--- config.mk ---
export PLATFORM = sky130hd
export DESIGN_NAME = depth_buffer_writer_flat
export DESIGN_NICKNAME = d
export VERILOG_FILES = /design/src/rtl/depth_buffer_writer_pkg.sv /design/src/rtl/depth_buffer_writer_if.sv /design/src/rtl/depth_buffer_writer_fwd_mux.sv /design/src/rtl/depth_buffer_writer.sv /design/src/flat_wrapper.sv
export SDC_FILE = /design/constraint.sdc
export NUM_CORES = 1
export LEC_CHECK = 0
export CAP_MARGIN = 10
export CORE_MARGIN = 10
export CORE_UTILIZATION = 55
export DETAILED_ROUTE_END_ITERATION = 10
export PLACE_DENSITY = 0.88
export SYNTH_ARGS = -nofsm -noshare
export SYNTH_HDL_FRONTEND = slang
export SYNTH_SLANG_ARGS = --single-unit
--- constraint.sdc ---
create_clock -name clk -period 9.6 [get_ports clk]
set_input_delay 1.44 -clock clk [delete_from_list [all_inputs] [get_ports clk]]
set_output_delay 1.44 -clock clk [all_outputs]
set_load 0.02 [all_outputs]
--- src/rtl/depth_buffer_writer_pkg.sv ---
// raster_pkg: shared types and constants for the rasterizer framebuffer backend.
// Contents:
//   fb_state_t    - writer FSM states (RUN, DRAIN, CLEAR, DONE)
//   fb_size()     - framebuffer size in pixels from screen dimensions
//   MAX_DEPTH_ALL - all-ones depth; users slice it to their depth width
package raster_pkg;

  typedef enum logic [1:0] {
    ST_RUN   = 2'd0,
    ST_DRAIN = 2'd1,
    ST_CLEAR = 2'd2,
    ST_DONE  = 2'd3
  } fb_state_t;

  localparam int MAX_DEPTH_BITS = 32;

  // The farthest depth is all ones at any width up to MAX_DEPTH_BITS.
  localparam logic [MAX_DEPTH_BITS-1:0] MAX_DEPTH_ALL = 32'hFFFF_FFFF;

  function automatic int fb_size(input int width, input int height);
    return width * height;
  endfunction

endpackage

--- src/rtl/depth_buffer_writer_if.sv ---
// depth_buffer_writer_if: pixel stream, clear control and depth/color BRAM ports
// of the depth buffer writer.
// Modports:
//   slave  - the writer: consumes pixels and clear requests, drives the BRAM ports
//   master - the producer/memory side: drives pixels, clear and BRAM read data
interface depth_buffer_writer_if #(
  parameter int DATAWIDTH  = 12,
  parameter int COLORWIDTH = 4,
  parameter int ADDRWIDTH  = 16
);

  logic [ADDRWIDTH-1:0]  i_addr;
  logic                  i_we;
  logic [DATAWIDTH-1:0]  i_depth;
  logic [COLORWIDTH-1:0] i_color;
  logic                  o_ready;
  logic                  i_clear;
  logic                  o_clear_busy;
  logic                  o_clear_done;
  logic [ADDRWIDTH-1:0]  o_depth_raddr;
  logic [DATAWIDTH-1:0]  i_depth_rdata;
  logic [ADDRWIDTH-1:0]  o_depth_waddr;
  logic [DATAWIDTH-1:0]  o_depth_wdata;
  logic                  o_depth_we;
  logic [ADDRWIDTH-1:0]  o_color_waddr;
  logic [COLORWIDTH-1:0] o_color_wdata;
  logic                  o_color_we;

  modport slave (
    input  i_addr, i_we, i_depth, i_color, i_clear, i_depth_rdata,
    output o_ready, o_clear_busy, o_clear_done, o_depth_raddr,
           o_depth_waddr, o_depth_wdata, o_depth_we,
           o_color_waddr, o_color_wdata, o_color_we
  );

  modport master (
    output i_addr, i_we, i_depth, i_color, i_clear, i_depth_rdata,
    input  o_ready, o_clear_busy, o_clear_done, o_depth_raddr,
           o_depth_waddr, o_depth_wdata, o_depth_we,
           o_color_waddr, o_color_wdata, o_color_we
  );

endinterface

--- src/rtl/depth_buffer_writer_fwd_mux.sv ---
// depth_fwd_mux: selects the "old" depth for the S1 compare.
// The BRAM is read-first, so the two most recent writes (W0 on the output
// registers, W1 one cycle older) are not yet visible in the read data.
// Ports:
//   s1_addr              - address of the pixel under test
//   w0_valid/addr/depth  - write currently on the output registers (highest priority)
//   w1_valid/addr/depth  - write from the previous cycle
//   rd_depth             - BRAM read data
//   old_depth            - selected stored depth
module depth_fwd_mux
  import raster_pkg::*;
#(
  parameter int DATAWIDTH = 12,
  parameter int ADDRWIDTH = 16
) (
  input  logic [ADDRWIDTH-1:0] s1_addr,
  input  logic                 w0_valid,
  input  logic [ADDRWIDTH-1:0] w0_addr,
  input  logic [DATAWIDTH-1:0] w0_depth,
  input  logic                 w1_valid,
  input  logic [ADDRWIDTH-1:0] w1_addr,
  input  logic [DATAWIDTH-1:0] w1_depth,
  input  logic [DATAWIDTH-1:0] rd_depth,
  output logic [DATAWIDTH-1:0] old_depth
);

  // Newest matching write wins; fall back to the BRAM otherwise.
  always_comb begin
    old_depth = rd_depth;
    if (w0_valid && (w0_addr == s1_addr)) begin
      old_depth = w0_depth;
    end else if (w1_valid && (w1_addr == s1_addr)) begin
      old_depth = w1_depth;
    end else begin
      old_depth = rd_depth;
    end
  end

endmodule

--- src/rtl/depth_buffer_writer.sv ---
// depth_buffer_writer: consumer end of the framebuffer write stream.
// Accepts one pixel per cycle, performs a strict less-than depth test against
// the stored (or forwarded) depth and commits passing pixels to the depth and
// color buffers two cycles after acceptance. An i_clear pulse drains the
// pipeline and sweeps every location with max depth and CLEAR_COLOR.
// Ports:
//   clk, rstn - clock and synchronous active-low reset
//   bus       - pixel stream, clear control and BRAM ports (slave modport)
module depth_buffer_writer
  import raster_pkg::*;
#(
  parameter int DATAWIDTH     = 12,
  parameter int COLORWIDTH    = 4,
  parameter int ADDRWIDTH     = 16,
  parameter int SCREEN_WIDTH  = 320,
  parameter int SCREEN_HEIGHT = 200,
  parameter int CLEAR_COLOR   = 0
) (
  input  logic                 clk,
  input  logic                 rstn,
  depth_buffer_writer_if.slave bus
);

  localparam int                    FB_SIZE    = fb_size(SCREEN_WIDTH, SCREEN_HEIGHT);
  localparam logic [ADDRWIDTH-1:0]  SWEEP_LAST = ADDRWIDTH'(FB_SIZE - 1);
  localparam logic [DATAWIDTH-1:0]  MAX_DEPTH  = MAX_DEPTH_ALL[DATAWIDTH-1:0];
  localparam logic [COLORWIDTH-1:0] CLR_COLOR  = COLORWIDTH'(CLEAR_COLOR);

  fb_state_t state_q, state_d;
  logic      drain_first_q, drain_first_d;
  logic [ADDRWIDTH-1:0] sweep_q, sweep_d;

  logic                  s1_valid_q, s1_valid_d;
  logic [ADDRWIDTH-1:0]  s1_addr_q, s1_addr_d;
  logic [DATAWIDTH-1:0]  s1_depth_q, s1_depth_d;
  logic [COLORWIDTH-1:0] s1_color_q, s1_color_d;

  // Output write registers; these also act as W0 for forwarding.
  logic                  wr_we_q, wr_we_d;
  logic [ADDRWIDTH-1:0]  wr_addr_q, wr_addr_d;
  logic [DATAWIDTH-1:0]  wr_depth_q, wr_depth_d;
  logic [COLORWIDTH-1:0] wr_color_q, wr_color_d;

  logic                 w1_valid_q, w1_valid_d;
  logic [ADDRWIDTH-1:0] w1_addr_q, w1_addr_d;
  logic [DATAWIDTH-1:0] w1_depth_q, w1_depth_d;

  logic                 ready_s, busy_s, done_s, accept_s, pass_s;
  logic [DATAWIDTH-1:0] old_depth_s;

  depth_fwd_mux #(
    .DATAWIDTH (DATAWIDTH),
    .ADDRWIDTH (ADDRWIDTH)
  ) u_fwd (
    .s1_addr   (s1_addr_q),
    .w0_valid  (wr_we_q),
    .w0_addr   (wr_addr_q),
    .w0_depth  (wr_depth_q),
    .w1_valid  (w1_valid_q),
    .w1_addr   (w1_addr_q),
    .w1_depth  (w1_depth_q),
    .rd_depth  (bus.i_depth_rdata),
    .old_depth (old_depth_s)
  );

  // FSM state register.
  always_ff @(posedge clk) begin
    if (!rstn) begin
      state_q <= ST_RUN;
    end else begin
      state_q <= state_d;
    end
  end

  // FSM next-state logic.
  always_comb begin
    state_d = state_q;
    case (state_q)
      ST_RUN: begin
        if (bus.i_clear) state_d = ST_DRAIN;
        else             state_d = ST_RUN;
      end
      // The first DRAIN cycle still has S1 loaded from the clear cycle; by the
      // second, S1 is empty and nothing new is headed for the write registers.
      ST_DRAIN: begin
        if (!drain_first_q && !s1_valid_q && !wr_we_d) state_d = ST_CLEAR;
        else                                            state_d = ST_DRAIN;
      end
      ST_CLEAR: begin
        if (sweep_q == SWEEP_LAST) state_d = ST_DONE;
        else                       state_d = ST_CLEAR;
      end
      ST_DONE: begin
        state_d = ST_RUN;
      end
      default: begin
        state_d = ST_RUN;
      end
    endcase
  end

  // FSM output decode.
  always_comb begin
    ready_s = 1'b0;
    busy_s  = 1'b0;
    done_s  = 1'b0;
    case (state_q)
      ST_RUN:   ready_s = 1'b1;
      ST_DRAIN: busy_s  = 1'b1;
      ST_CLEAR: busy_s  = 1'b1;
      ST_DONE:  done_s  = 1'b1;
      default: begin
        ready_s = 1'b0;
        busy_s  = 1'b0;
        done_s  = 1'b0;
      end
    endcase
  end

  assign pass_s = (s1_depth_q < old_depth_s);

  // Datapath next values: S1 capture, depth test / clear write, W1 history, sweep.
  always_comb begin
    accept_s      = bus.i_we && ready_s;
    drain_first_d = (state_q == ST_RUN) && bus.i_clear;

    s1_valid_d = accept_s;
    if (accept_s) begin
      s1_addr_d  = bus.i_addr;
      s1_depth_d = bus.i_depth;
      s1_color_d = bus.i_color;
    end else begin
      s1_addr_d  = s1_addr_q;
      s1_depth_d = s1_depth_q;
      s1_color_d = s1_color_q;
    end

    if (state_q == ST_CLEAR) begin
      wr_we_d    = 1'b1;
      wr_addr_d  = sweep_q;
      wr_depth_d = MAX_DEPTH;
      wr_color_d = CLR_COLOR;
    end else if (s1_valid_q && pass_s) begin
      wr_we_d    = 1'b1;
      wr_addr_d  = s1_addr_q;
      wr_depth_d = s1_depth_q;
      wr_color_d = s1_color_q;
    end else begin
      wr_we_d    = 1'b0;
      wr_addr_d  = wr_addr_q;
      wr_depth_d = wr_depth_q;
      wr_color_d = wr_color_q;
    end

    w1_valid_d = wr_we_q;
    w1_addr_d  = wr_addr_q;
    w1_depth_d = wr_depth_q;

    // Terminal compare against FB_SIZE-1, so the counter never wraps.
    if (state_q == ST_CLEAR) begin
      if (sweep_q == SWEEP_LAST) sweep_d = {ADDRWIDTH{1'b0}};
      else                       sweep_d = sweep_q + ADDRWIDTH'(1);
    end else begin
      sweep_d = {ADDRWIDTH{1'b0}};
    end
  end

  // Datapath registers.
  always_ff @(posedge clk) begin
    if (!rstn) begin
      drain_first_q <= 1'b0;
      sweep_q       <= {ADDRWIDTH{1'b0}};
      s1_valid_q    <= 1'b0;
      s1_addr_q     <= {ADDRWIDTH{1'b0}};
      s1_depth_q    <= {DATAWIDTH{1'b0}};
      s1_color_q    <= {COLORWIDTH{1'b0}};
      wr_we_q       <= 1'b0;
      wr_addr_q     <= {ADDRWIDTH{1'b0}};
      wr_depth_q    <= {DATAWIDTH{1'b0}};
      wr_color_q    <= {COLORWIDTH{1'b0}};
      w1_valid_q    <= 1'b0;
      w1_addr_q     <= {ADDRWIDTH{1'b0}};
      w1_depth_q    <= {DATAWIDTH{1'b0}};
    end else begin
      drain_first_q <= drain_first_d;
      sweep_q       <= sweep_d;
      s1_valid_q    <= s1_valid_d;
      s1_addr_q     <= s1_addr_d;
      s1_depth_q    <= s1_depth_d;
      s1_color_q    <= s1_color_d;
      wr_we_q       <= wr_we_d;
      wr_addr_q     <= wr_addr_d;
      wr_depth_q    <= wr_depth_d;
      wr_color_q    <= wr_color_d;
      w1_valid_q    <= w1_valid_d;
      w1_addr_q     <= w1_addr_d;
      w1_depth_q    <= w1_depth_d;
    end
  end

  assign bus.o_ready       = ready_s;
  assign bus.o_clear_busy  = busy_s;
  assign bus.o_clear_done  = done_s;
  assign bus.o_depth_raddr = bus.i_addr;
  assign bus.o_depth_waddr = wr_addr_q;
  assign bus.o_depth_wdata = wr_depth_q;
  assign bus.o_depth_we    = wr_we_q;
  assign bus.o_color_waddr = wr_addr_q;
  assign bus.o_color_wdata = wr_color_q;
  assign bus.o_color_we    = wr_we_q;

endmodule

--- src/flat_wrapper.sv ---
// flat-port wrapper written by rule: the top's interface ports become plain ports
module depth_buffer_writer_flat import raster_pkg::*;
#(
  parameter int DATAWIDTH     = 12,
  parameter int COLORWIDTH    = 4,
  parameter int ADDRWIDTH     = 16,
  parameter int SCREEN_WIDTH  = 320,
  parameter int SCREEN_HEIGHT = 200,
  parameter int CLEAR_COLOR   = 0
)
  (clk, rstn, bus_i_addr, bus_i_we, bus_i_depth, bus_i_color, bus_i_clear, bus_i_depth_rdata, bus_o_ready, bus_o_clear_busy, bus_o_clear_done, bus_o_depth_raddr, bus_o_depth_waddr, bus_o_depth_wdata, bus_o_depth_we, bus_o_color_waddr, bus_o_color_wdata, bus_o_color_we);
  depth_buffer_writer_if #(.DATAWIDTH(DATAWIDTH), .COLORWIDTH(COLORWIDTH), .ADDRWIDTH(ADDRWIDTH)) bus_i ();
  input  logic clk;
  input  logic rstn;
  input wire logic [$bits(bus_i.i_addr)-1:0] bus_i_addr;
  input wire logic [$bits(bus_i.i_we)-1:0] bus_i_we;
  input wire logic [$bits(bus_i.i_depth)-1:0] bus_i_depth;
  input wire logic [$bits(bus_i.i_color)-1:0] bus_i_color;
  input wire logic [$bits(bus_i.i_clear)-1:0] bus_i_clear;
  input wire logic [$bits(bus_i.i_depth_rdata)-1:0] bus_i_depth_rdata;
  output wire logic [$bits(bus_i.o_ready)-1:0] bus_o_ready;
  output wire logic [$bits(bus_i.o_clear_busy)-1:0] bus_o_clear_busy;
  output wire logic [$bits(bus_i.o_clear_done)-1:0] bus_o_clear_done;
  output wire logic [$bits(bus_i.o_depth_raddr)-1:0] bus_o_depth_raddr;
  output wire logic [$bits(bus_i.o_depth_waddr)-1:0] bus_o_depth_waddr;
  output wire logic [$bits(bus_i.o_depth_wdata)-1:0] bus_o_depth_wdata;
  output wire logic [$bits(bus_i.o_depth_we)-1:0] bus_o_depth_we;
  output wire logic [$bits(bus_i.o_color_waddr)-1:0] bus_o_color_waddr;
  output wire logic [$bits(bus_i.o_color_wdata)-1:0] bus_o_color_wdata;
  output wire logic [$bits(bus_i.o_color_we)-1:0] bus_o_color_we;
  assign bus_i.i_addr = bus_i_addr;
  assign bus_i.i_we = bus_i_we;
  assign bus_i.i_depth = bus_i_depth;
  assign bus_i.i_color = bus_i_color;
  assign bus_i.i_clear = bus_i_clear;
  assign bus_i.i_depth_rdata = bus_i_depth_rdata;
  assign bus_o_ready = bus_i.o_ready;
  assign bus_o_clear_busy = bus_i.o_clear_busy;
  assign bus_o_clear_done = bus_i.o_clear_done;
  assign bus_o_depth_raddr = bus_i.o_depth_raddr;
  assign bus_o_depth_waddr = bus_i.o_depth_waddr;
  assign bus_o_depth_wdata = bus_i.o_depth_wdata;
  assign bus_o_depth_we = bus_i.o_depth_we;
  assign bus_o_color_waddr = bus_i.o_color_waddr;
  assign bus_o_color_wdata = bus_i.o_color_wdata;
  assign bus_o_color_we = bus_i.o_color_we;
  depth_buffer_writer #(.DATAWIDTH(DATAWIDTH), .COLORWIDTH(COLORWIDTH), .ADDRWIDTH(ADDRWIDTH), .SCREEN_WIDTH(SCREEN_WIDTH), .SCREEN_HEIGHT(SCREEN_HEIGHT), .CLEAR_COLOR(CLEAR_COLOR)) u_core (.clk(clk), .rstn(rstn), .bus(bus_i));
endmodule
Yosys cells after proc, flatten, opt, wreduce, memory -nomap -nowiden
Index checks and enable logic that the tools add are counted.
{"block": "word_totals", "regBits": 114, "out_inout_bits": 69, "elab_cells": 54}
{"block": "op_classes", "addsub": 1, "order_cmp": 1, "n_eq_ne": 6, "mux": 15, "bitwise_logic": 2, "reduce_logical": 15}
{"operator": "$mux W12", "count": 4}
{"operator": "$eq A16 B16 Y1", "count": 2}
{"operator": "$mux W16", "count": 2}
{"operator": "$add A16 B1 Y16 const B", "count": 1}
{"operator": "$eq A16 B16 Y1 const B", "count": 1}
{"operator": "$lt A12 B12 Y1", "count": 1}
{"operator": "$pmux W2 S4", "count": 1}
{"operator": "$logic_and A1 B1 Y1", "count": 7}
{"operator": "$mux W1", "count": 7}
{"operator": "$eq A2 B2 Y1 const B", "count": 2}
{"operator": "$reduce_or A2 Y1", "count": 2}
{"operator": "$logic_not A1 Y1", "count": 3}
{"operator": "$reduce_or A3 Y1", "count": 1}
{"operator": "$eq A2 B1 Y1 const B", "count": 1}
{"operator": "$logic_not A2 Y1", "count": 1}
{"operator": "$mux W2", "count": 1}
{"operator": "$not A1 Y1", "count": 2}
{"operator": "$reduce_bool A2 Y1", "count": 1}

Longest topological paths before layout
Gate-level depths: netlist (run 1).
{"block": "logic_depth", "depth_word": 12, "depth_mapped": 18}

By module
A second synthesis (run 1) with hierarchy kept.
{"block": "hier_totals", "cells_unflattened": 623, "hier_area_um2": 5736.8}
{"mod": "depth_buffer_writer", "instances": 1, "cells_per_inst": 522, "area_per_inst_um2": 4906.0, "seq_area_each_um2": 2282.2}
{"mod": "depth_fwd_mux", "instances": 1, "cells_per_inst": 101, "area_per_inst_um2": 830.8, "seq_area_each_um2": 0.0}

Least setup slack after synthesis (run 1)
OpenSTA, ideal clock, no wires.
{"block": "synth_path", "kind": "input port to flip-flop", "from": "input port bus_i_depth_rdata[5]", "to": "register u_core.wr_addr_q[15], in the netlist u_core.bus.o_color_waddr[15]", "t_arrival_ns": 3.701, "required_time_ns": 9.467, "setup_slack_ns": 5.766, "stages": 12, "path_buffers": 1, "cell_sequence": "mux2i_1 > nand2_1 > o21ai_0 > ha_1 > a21o_1 > a21o_1 > a2111oi_0 > o21ai_0 > o31ai_4 > buf_6 > mux2i_1 > a21oi_1"}
{"block": "synth_between", "elab_chain_len": 5}
{"element": "from (decl)", "line": "flat_wrapper.sv:20", "text": "input wire logic [$bits(bus_i.i_depth_rdata)-1:0] bus_i_depth_rdata;"}
{"element": "$mux W12", "line": "depth_buffer_writer_fwd_mux.sv:32", "text": "end else if (w1_valid && (w1_addr == s1_addr)) begin"}
{"element": "$mux W12", "line": "depth_buffer_writer_fwd_mux.sv:30", "text": "if (w0_valid && (w0_addr == s1_addr)) begin"}
{"element": "$lt A12 B12 Y1", "line": "depth_buffer_writer.sv:120", "text": "assign pass_s = (s1_depth_q < old_depth_s);"}
{"element": "$logic_and A1 B1 Y1", "line": "depth_buffer_writer.sv:143", "text": "end else if (s1_valid_q && pass_s) begin"}
{"element": "$reduce_bool A2 Y1 (no line)"}
{"element": "to (signal assigned)", "line": "depth_buffer_writer.sv:178", "text": "wr_addr_q <= {ADDRWIDTH{1'b0}};"}
{"element": "to (signal assigned)", "line": "depth_buffer_writer.sv:192", "text": "wr_addr_q <= wr_addr_d;"}
{"element": "to (decl)", "line": "depth_buffer_writer.sv:40", "text": "logic [ADDRWIDTH-1:0] wr_addr_q, wr_addr_d;"}
No other way between the ends.
A chain may end at the register's enable or synchronous reset.

Final worst setup path (run 1)
{"block": "layout_path", "from": "register u_core.s1_addr_q[0]", "to": "register u_core.wr_addr_q[13], in the netlist u_core.bus.o_color_waddr[13]"}
{"block": "layout_between", "elab_chain_len": 7, "elab_cells_between_ends": 9, "cone_classes": "order compare: 1; eq/ne: 2; mux: 2; reduce/logical: 4"}
{"element": "from (decl)", "line": "depth_buffer_writer.sv:34", "text": "logic [ADDRWIDTH-1:0] s1_addr_q, s1_addr_d;"}
{"element": "from (signal assigned)", "line": "depth_buffer_writer.sv:174", "text": "s1_addr_q <= {ADDRWIDTH{1'b0}};"}
{"element": "from (signal assigned)", "line": "depth_buffer_writer.sv:188", "text": "s1_addr_q <= s1_addr_d;"}
{"element": "$eq A16 B16 Y1", "line": "depth_buffer_writer_fwd_mux.sv:32"}
{"element": "$logic_and A1 B1 Y1", "line": "depth_buffer_writer_fwd_mux.sv:32"}
{"element": "$mux W12", "line": "depth_buffer_writer_fwd_mux.sv:32"}
{"element": "$mux W12 (*)", "line": "depth_buffer_writer_fwd_mux.sv:30"}
{"element": "$lt A12 B12 Y1 (*)", "line": "depth_buffer_writer.sv:120"}
{"element": "$logic_and A1 B1 Y1 (*)", "line": "depth_buffer_writer.sv:143"}
{"element": "$reduce_bool A2 Y1 (no line) (*)"}
Mark *: on every way between the ends. The rest lies on a longest branch, timed or not.

==> summary.txt, run 1 <==
Place
  – Pre-CTS setup slack: 4.58 ns
  – Placed insts: 816
  – DP HPWL: 11.0 mm
  – Number of port buffers: 116
  – Routability Congestion: 0.873

Drt
  – Met3 WL: 856 µm
  – Via count: 4694
  – Detailed Routing Iterations Pass 1: 5
  – Metal-1 WL: 6.73 mm
  – Residual DRC: 0
  – Total Wirelength: 15.5 mm
  – Iter 0 DRT Violations: 303
  – Post-DR wirelength/cell: 18.3 µm
  – Routed met2 length: 7.70 mm
  – Vias/cell: 5.53
  – Max layer used: met4
  – Antenna-violating nets left: 0

Global routing
  – GRT overflow: 0
  – Largest net degree at the start of global routing: 97
  – Vias in the first global route: 4741
  – First-pass GRT wire length: 24.8 mm
  – GRT Resource Usage Total: 0.211
  – Initial antenna violation count: 0

STA
  – Setup ws final: 4.49 ns
  – Final setup violation count: 0
  – Slew Viols, Final: 0
  – Relative slew margins: 0.283
  – Worst Max-Slew Pin Slew: 1.07 ns
  – Final setup TNS: 0 ns
  – Tmin final: 5.11 ns
  – Clock skew: 0.00651 ns
  – Hold Violations, Final: 0
  – RSZ-0062 raised after global routing: no
  – Fin crit share: 0.532
  – Fmax: 0.196 GHz

Yosys
  – Seq/Total Area, Yosys: 0.411
  – Synth area leader: dfxtp_1
  – Yosys warnings: 0
  – Asr flop ratio synth: 0
  – Top post-synthesis cells by area: dfxtp_1 41%, nand2_1 5.9%, mux2i_1 5.4%
  – Post-synthesis cell count: 628
  – Post-synth top flop: dfxtp_1
  – Syn Nets: 692
  – Yosys cell types: 46
  – Post-synthesis cell area: 5550 µm²
  – FF+latch count, synth: 114
  – Avg Inst Size Synth: 8.84 µm²
  – Post-synth EDFFs: 0
  – Yosys top cell area share: 0.411

Clock tree
  – Setup bufs post-CTS: 0
  – Cts hold-fix bufs: 0
  – CTS root buf: clkbuf_8
  – CTS tree: built
  – Num Clock Sinks: 114
  – Clock Tree Buf Depth: 2
  – CTS clk-pin slew, worst paths: 0.06 ns
  – Post-CTS Resized: 0
  – CTS buffer count: 17
  – Clk_lat worst skew: 0.51 ns
  – H-tree depth: 4

Die
  – IO Count: 117
  – Chip Width: 120 µm
  – Total core area: 9820 µm²
  – Die footprint: 14500 µm²
  – Initial Utilization: 0.565
  – Row count: 36
  – DIE HEIGHT: 120 µm

Worst setup path
  – Crit start category: register
  – Setup crit start: u_core.s1_addr_q[0]
  – Critical path class: register to register
  – Critical path data arrival time: 5.49 ns
  – R2r startpoint: u_core.s1_addr_q[0]
  – Req. time, crit path: 9.98 ns
  – Critical Path Sink Type: register
  – Crit path max fanout: 22
  – R2r endpoint: u_core.bus.o_color_waddr[13]
  – R2R cell count: 15
  – Register-to-register path setup slack: 4.49 ns

Worst hold path
  – Hold EP: u_core.s1_color_q[1]
  – Worst Hold Launch: u_core.s1_color_q[1]
  – Hold WC Path Type: register to register
  – Hold path cells: 2

Cells and area
  – Antenna cells: 0
  – Fill count: 779
  – Multi-input gate area: 2860 µm²
  – Fraction of layout cells with a size suffix above 1: 0.0782
  – Final Instance Count excl. Fillers: 849
  – Sequential cell area: 2280 µm²
  – Post-layout net count: 767
  – Area growth, synth to finish: 28.6%

Status
  – Status: finished clean

Power and ir drop
  – PwrDens: 189 nW/µm²
  – Max VDD drop: 0.112 mV
  – Pleak: 2.81 nW

Run
  – Max-capacitance violation count: 0
## through the flow
| step | hold slack, ns | total power (W) | instance area [µm²] | utilization |
|---|---|---|---|---|
| 4_1_cts | 0.474 | 0.00135 | 7120 | 0.725 |
| 2_1_floorplan | 0.434 | 0.000652 | 5550 | - |
| 3_3_place_gp | 0.453 | 0.000721 | 6530 | 0.665 |
| 3_5_place_dp | 0.466 | 0.000727 | 6530 | 0.665 |
| 6_report | 0.476 | 0.00135 | 7140 | 0.727 |
| 5_1_grt | 0.504 | 0.00139 | 7140 | 0.727 |
## placed cells by master (no fill, tap or decap), types with 4 or more instances in the layout
master,count
a21boi_0,33
a21oi_1,17
and2_1,30
and3_1,6
buf_4,6
clkbuf_16,16
clkbuf_8,4
clkdlybuf4s50_1,115
dfxtp_1,114
ha_1,16
inv_1,5
mux2i_1,30
nand2_1,87
nand3_1,11
nand4_1,13
nor2_1,49
nor3_1,17
o21a_1,17
o21ai_0,30
o221a_2,11
xnor2_1,29
xor2_1,16
## state kept, by name, summed over array words and instances, names as in the netlist, named ones only
signal and count:
u_core.bus.o_color_waddr 16, u_core.bus.o_color_wdata 4, u_core.bus.o_color_we 1, u_core.bus.o_depth_wdata 12
u_core.drain_first_q 1, u_core.s1_addr_q 16, u_core.s1_color_q 4, u_core.s1_depth_q 12
u_core.s1_valid_q 1, u_core.state_q 1, u_core.sweep_q 16, u_core.w1_addr_q 16
u_core.w1_depth_q 12, u_core.w1_valid_q 1
## how the worst max path moves through the flow
stage                                   end  slack, ns  depth (start not counted)
2_1_floorplan  u_core.bus.o_color_waddr[15]       5.77                         12
3_3_place_gp   u_core.bus.o_color_waddr[11]       4.75                         14
3_5_place_dp    u_core.bus.o_color_waddr[5]       4.58                         15
4_1_cts        u_core.bus.o_color_waddr[11]       4.54                         15
5_1_grt         u_core.bus.o_color_waddr[1]       4.06                         15
6_report       u_core.bus.o_color_waddr[13]       4.49                         15
## kinds of logic (layout without fill, tap and decap cells)
family | Yosys count | after routing | synth area share
fa+ha+maj | 16 | 16 | 0.0361
simple gates | 228 | 228 | 0.196
mux | 30 | 30 | 0.0541
xor+xnor | 45 | 45 | 0.0710
buf+inv | 72 | 160 | 0.0742
compound gates | 123 | 123 | 0.158
flops | 114 | 114 | 0.411
## power breakdown
part	leakage (nW)	internal (W)	switching, W
combinational	1.59	0.0000971	0.000100
sequential	0.928	0.000496	0.0000273
clock	0.288	0.000415	0.000213
## cell usage after synthesis, drive strengths merged, types with 2 or more instances
library cell and number:
xor2 16, buf 38, and4 2, or4 3, a21oi 18, nor2 49, nand3 11, o22ai 2
o21a 17, o21ai 30, a21boi 33, or2 2, nand4 13, a21o 2, xnor2 29, o221a 13
and2 30, o31ai 3, nor3 17, mux2i 30, nand2 87, and3 6, dfxtp 114, a2111oi 2
inv 5, ha 16, clkbuf 29
## critical path, stage by stage, from the launching register on
cell and delay (ns):
dfxtp_1 0.35, xor2_1 0.17, or2_2 0.30, nor3b_1 0.24, nand4b_1 0.73, o21ai_0 0.44, ha_1 0.30, a21o_1 0.16
a21o_1 0.17, a2111oi_0 0.50, o21a_1 0.55, o31ai_1 0.24, o31ai_4 0.10, buf_4 0.38, mux2i_1 0.25, a21oi_1 0.09
## layout make-up
class	instances	share of cell area
clock buffer	23	0.0654
tap	133	0.0233
clock inverter	9	0.0181
inverter	5	0.00263
timing repair buffer	123	0.170
sequential	114	0.320
multi-input combinational	442	0.400
## metal layers
layer,up-vias,GRT usage
met5,-,0
met4,0,0.0671
met3,23,0.0507
met2,139,0.348
met1,2249,0.265
li1,2283,-
Note: power is estimated with default switching activity, not from simulation.
==> run 2, diff against run 1 <==
CORE_UTILIZATION = 46   (was 55)
PLACE_DENSITY = 0.79   (was 0.88)
clock period = 4.5 ns   (was 9.6 ns; I/O delays follow)
==> summary.txt, run 2 (synthesis gave the netlist of run 1 again) <==
Status
  – Status: finished clean

Worst setup path
  – Critical path class: register to register
  – R2r endpoint: u_core.bus.o_depth_wdata[11]
  – Crit path max fanout: 14 (-36%)
  – R2r startpoint: u_core.s1_addr_q[0]
  – Crit start category: register
  – Critical path data arrival time: 4.45 ns (-1.04 ns)
  – R2R cell count: 13 (-2)
  – Register-to-register path setup slack: 0.34 ns (-4.15 ns)
  – Req. time, crit path: 4.79 ns (-5.19 ns)
  – Critical Path Sink Type: register

STA
  – Clock skew: 0.0101 ns (+0.00362 ns)
  – RSZ-0062 raised after global routing: no
  – Worst Max-Slew Pin Slew: 1.05 ns (-0.0200 ns)
  – Tmin final: 4.16 ns (-0.954 ns)
  – Fin crit share: 0.924 (+0.391)
  – Relative slew margins: 0.298 (+0.0152)
  – Setup ws final: 0.343 ns (-4.15 ns)
  – Final setup TNS: 0 ns (unchanged)
  – Hold Violations, Final: 0 (unchanged)
  – Slew Viols, Final: 0 (unchanged)
  – Hold slack final: 0.466 ns (-0.00998 ns)
  – Fmax: 0.241 GHz (+23%)
  – Final setup violation count: 0 (unchanged)

Cells and area
  – Most frequent cells in the layout: 115 x clkdlybuf4s50_1, 114 x dfxtp_1, 87 x nand2_1
  – Fraction of layout cells with a size suffix above 1: 0.0888 (+0.0106)
  – Util after Layout: 0.612 (-0.115)
  – Commonest non-fill, non-tap cell in the layout: clkdlybuf4s50_1
  – Post-layout net count: 772 (+0.65%)
  – Fill count: 996 (+28%)
  – Area growth, synth to finish: 31.3%
  – Antenna cells: 0 (unchanged)

Power and ir drop
  – Pleak: 2.88 nW (+2.5%)
  – Combinational power share: 0.134 (-0.012)
  – Clock Power Share: 0.509 (+0.043)
  – Internal cell power: 0.00237 W (+140%)
  – Sequential share of power: 0.357 (-0.031)
  – Sw Share: 0.241 (-0.0117)
  – Switching power: 0.000754 W (+120%)
  – Max VDD drop: 0.244 mV (+120%)
  – PwrDens: 429 nW/µm² (+130%)

Place
  – Routability Congestion: 0.879 (+0.66%)
  – Pre-CTS setup slack: 0.161 ns (-4.42 ns)
  – DP HPWL: 11.2 mm (+1.9%)
  – Number of port buffers: 116 (unchanged)

Drt
  – Residual DRC: 0 (unchanged)
  – Post-DR wirelength/cell: 18.2 µm (-0.46%)
  – Total Wirelength: 15.8 mm (+1.8%)
  – Vias/cell: 5.48 (-0.86%)
  – Via count: 4758 (+1.4%)
  – Iter 0 DRT Violations: 382 (+26%)
  – Antenna-violating nets left: 0 (unchanged)
  – Detailed Routing Iterations Pass 1: 5 (unchanged)

Global routing
  – Busiest layer in global routing: met2
  – GRT overflow: 0 (unchanged)
  – Vias in the first global route: 4790 (+1.0%)
  – Largest net degree at the start of global routing: 52 (-46%)
  – Grt met3 use: 0.0487 (-0.00204)
  – M2 GR Usage: 0.313 (-0.0352)
  – Initial antenna violation count: 0 (unchanged)
  – First-pass GRT wire length: 25.4 mm (+2.1%)
  – GRT Resource Usage Total: 0.190 (-0.0204)
  – M1 GR Usage: 0.235 (-0.0291)

Clock tree
  – Clock Tree Buf Depth: 2 (unchanged)
  – CTS tree: built
  – CTS clk-pin slew, worst paths: 0.06 ns (about the same)
  – Cts hold-fix bufs: 0 (unchanged)
  – Num Clock Sinks: 114 (unchanged)
  – H-tree depth: 4 (unchanged)
  – CTS buffer count: 17 (unchanged)
  – Clk_lat worst skew: 0.41 ns (-0.10 ns)
  – CTS root buf: clkbuf_16

Die
  – IO Count: 117 (unchanged)
  – DIE HEIGHT: 130 µm (+7.8%)
  – Die footprint: 16900 µm² (+16%)
  – Total core area: 11900 µm² (+21%)
  – Row count: 40 (+11%)
  – Initial Utilization: 0.466 (-0.0993)
  – Chip Width: 130 µm (+7.8%)

Run
  – Max-capacitance violation count: 0 (unchanged)

Worst hold path
  – Hold WC Path Type: register to register
  – Worst Hold Launch: u_core.s1_color_q[3]
  – Hold EP: u_core.s1_color_q[3]
  – Hold path cells: 2 (unchanged)
## run 2: layout make-up
class / instances / area, µm² / area share
clock inverter: 14 / 258 / 0.0354
timing repair buffer: 128 / 1250 / 0.171
inverter: 5 / 18.8 / 0.00257
sequential: 114 / 2280 / 0.313
clock buffer: 18 / 439 / 0.0602
tap: 147 / 184 / 0.0252
multi-input combinational: 442 / 2860 / 0.392
## run 2: what timing repair did
action / 4_1_cts / 5_1_grt
buffers inserted: 0 / 3
resized for setup: 0 / 2
endpoints found under the setup margin: 0 / 33
## run 2: critical path: stages (launching register included)
cell,delay (ns)
dfxtp_1,0.36
xor2_1,0.20
or2_2,0.30
nor3b_1,0.21
nand4b_1,0.31
buf_4,0.30
nand2_1,0.06
o21ai_0,0.08
ha_1,0.30
a2111oi_0,0.47
or2b_2,0.37
o22ai_1,0.16
nand3_1,0.45
o221a_2,0.46
## run 2: metal layers
metal  wire (µm)  share of wire
met4         238          0.015
met2        7680           0.49
met5           0              0
met1        6830           0.43
met3        1030          0.065
## run 2: how the worst max path moves through the flow
stage,start,slack [ns],cells past startpoint,to
2_1_floorplan,u_core.s1_addr_q[9],0.69,17,u_core.bus.o_color_waddr[15]
3_3_place_gp,u_core.s1_addr_q[0],0.23,16,u_core.bus.o_color_waddr[4]
3_5_place_dp,u_core.s1_addr_q[0],0.16,16,u_core.bus.o_color_waddr[2]
4_1_cts,u_core.s1_addr_q[0],0.09,16,u_core.bus.o_color_waddr[10]
5_1_grt,u_core.bus.o_color_waddr[0],0.002,12,u_core.bus.o_depth_wdata[0]
6_report,u_core.s1_addr_q[0],0.34,13,u_core.bus.o_depth_wdata[11]
## run 2: per-stage QoR
step,cell area (µm²),power [W],std cells
finish,7290,0.00313,868
global placement,6570,0.00154,833
global route,7290,0.00323,868
detailed placement,6570,0.00155,833
floorplan,5550,0.00139,628
CTS,7260,0.00314,865
## run 2: power by group through the flow
stage | combinational, W | sequential (W) | clock [W]
2_1_floorplan | 0.000253 | 0.00114 | 0
3_3_place_gp | 0.000409 | 0.00113 | 0
3_5_place_dp | 0.000414 | 0.00114 | 0
4_1_cts | 0.000420 | 0.00111 | 0.00160
5_1_grt | 0.000459 | 0.00112 | 0.00165
6_report | 0.000420 | 0.00112 | 0.00159
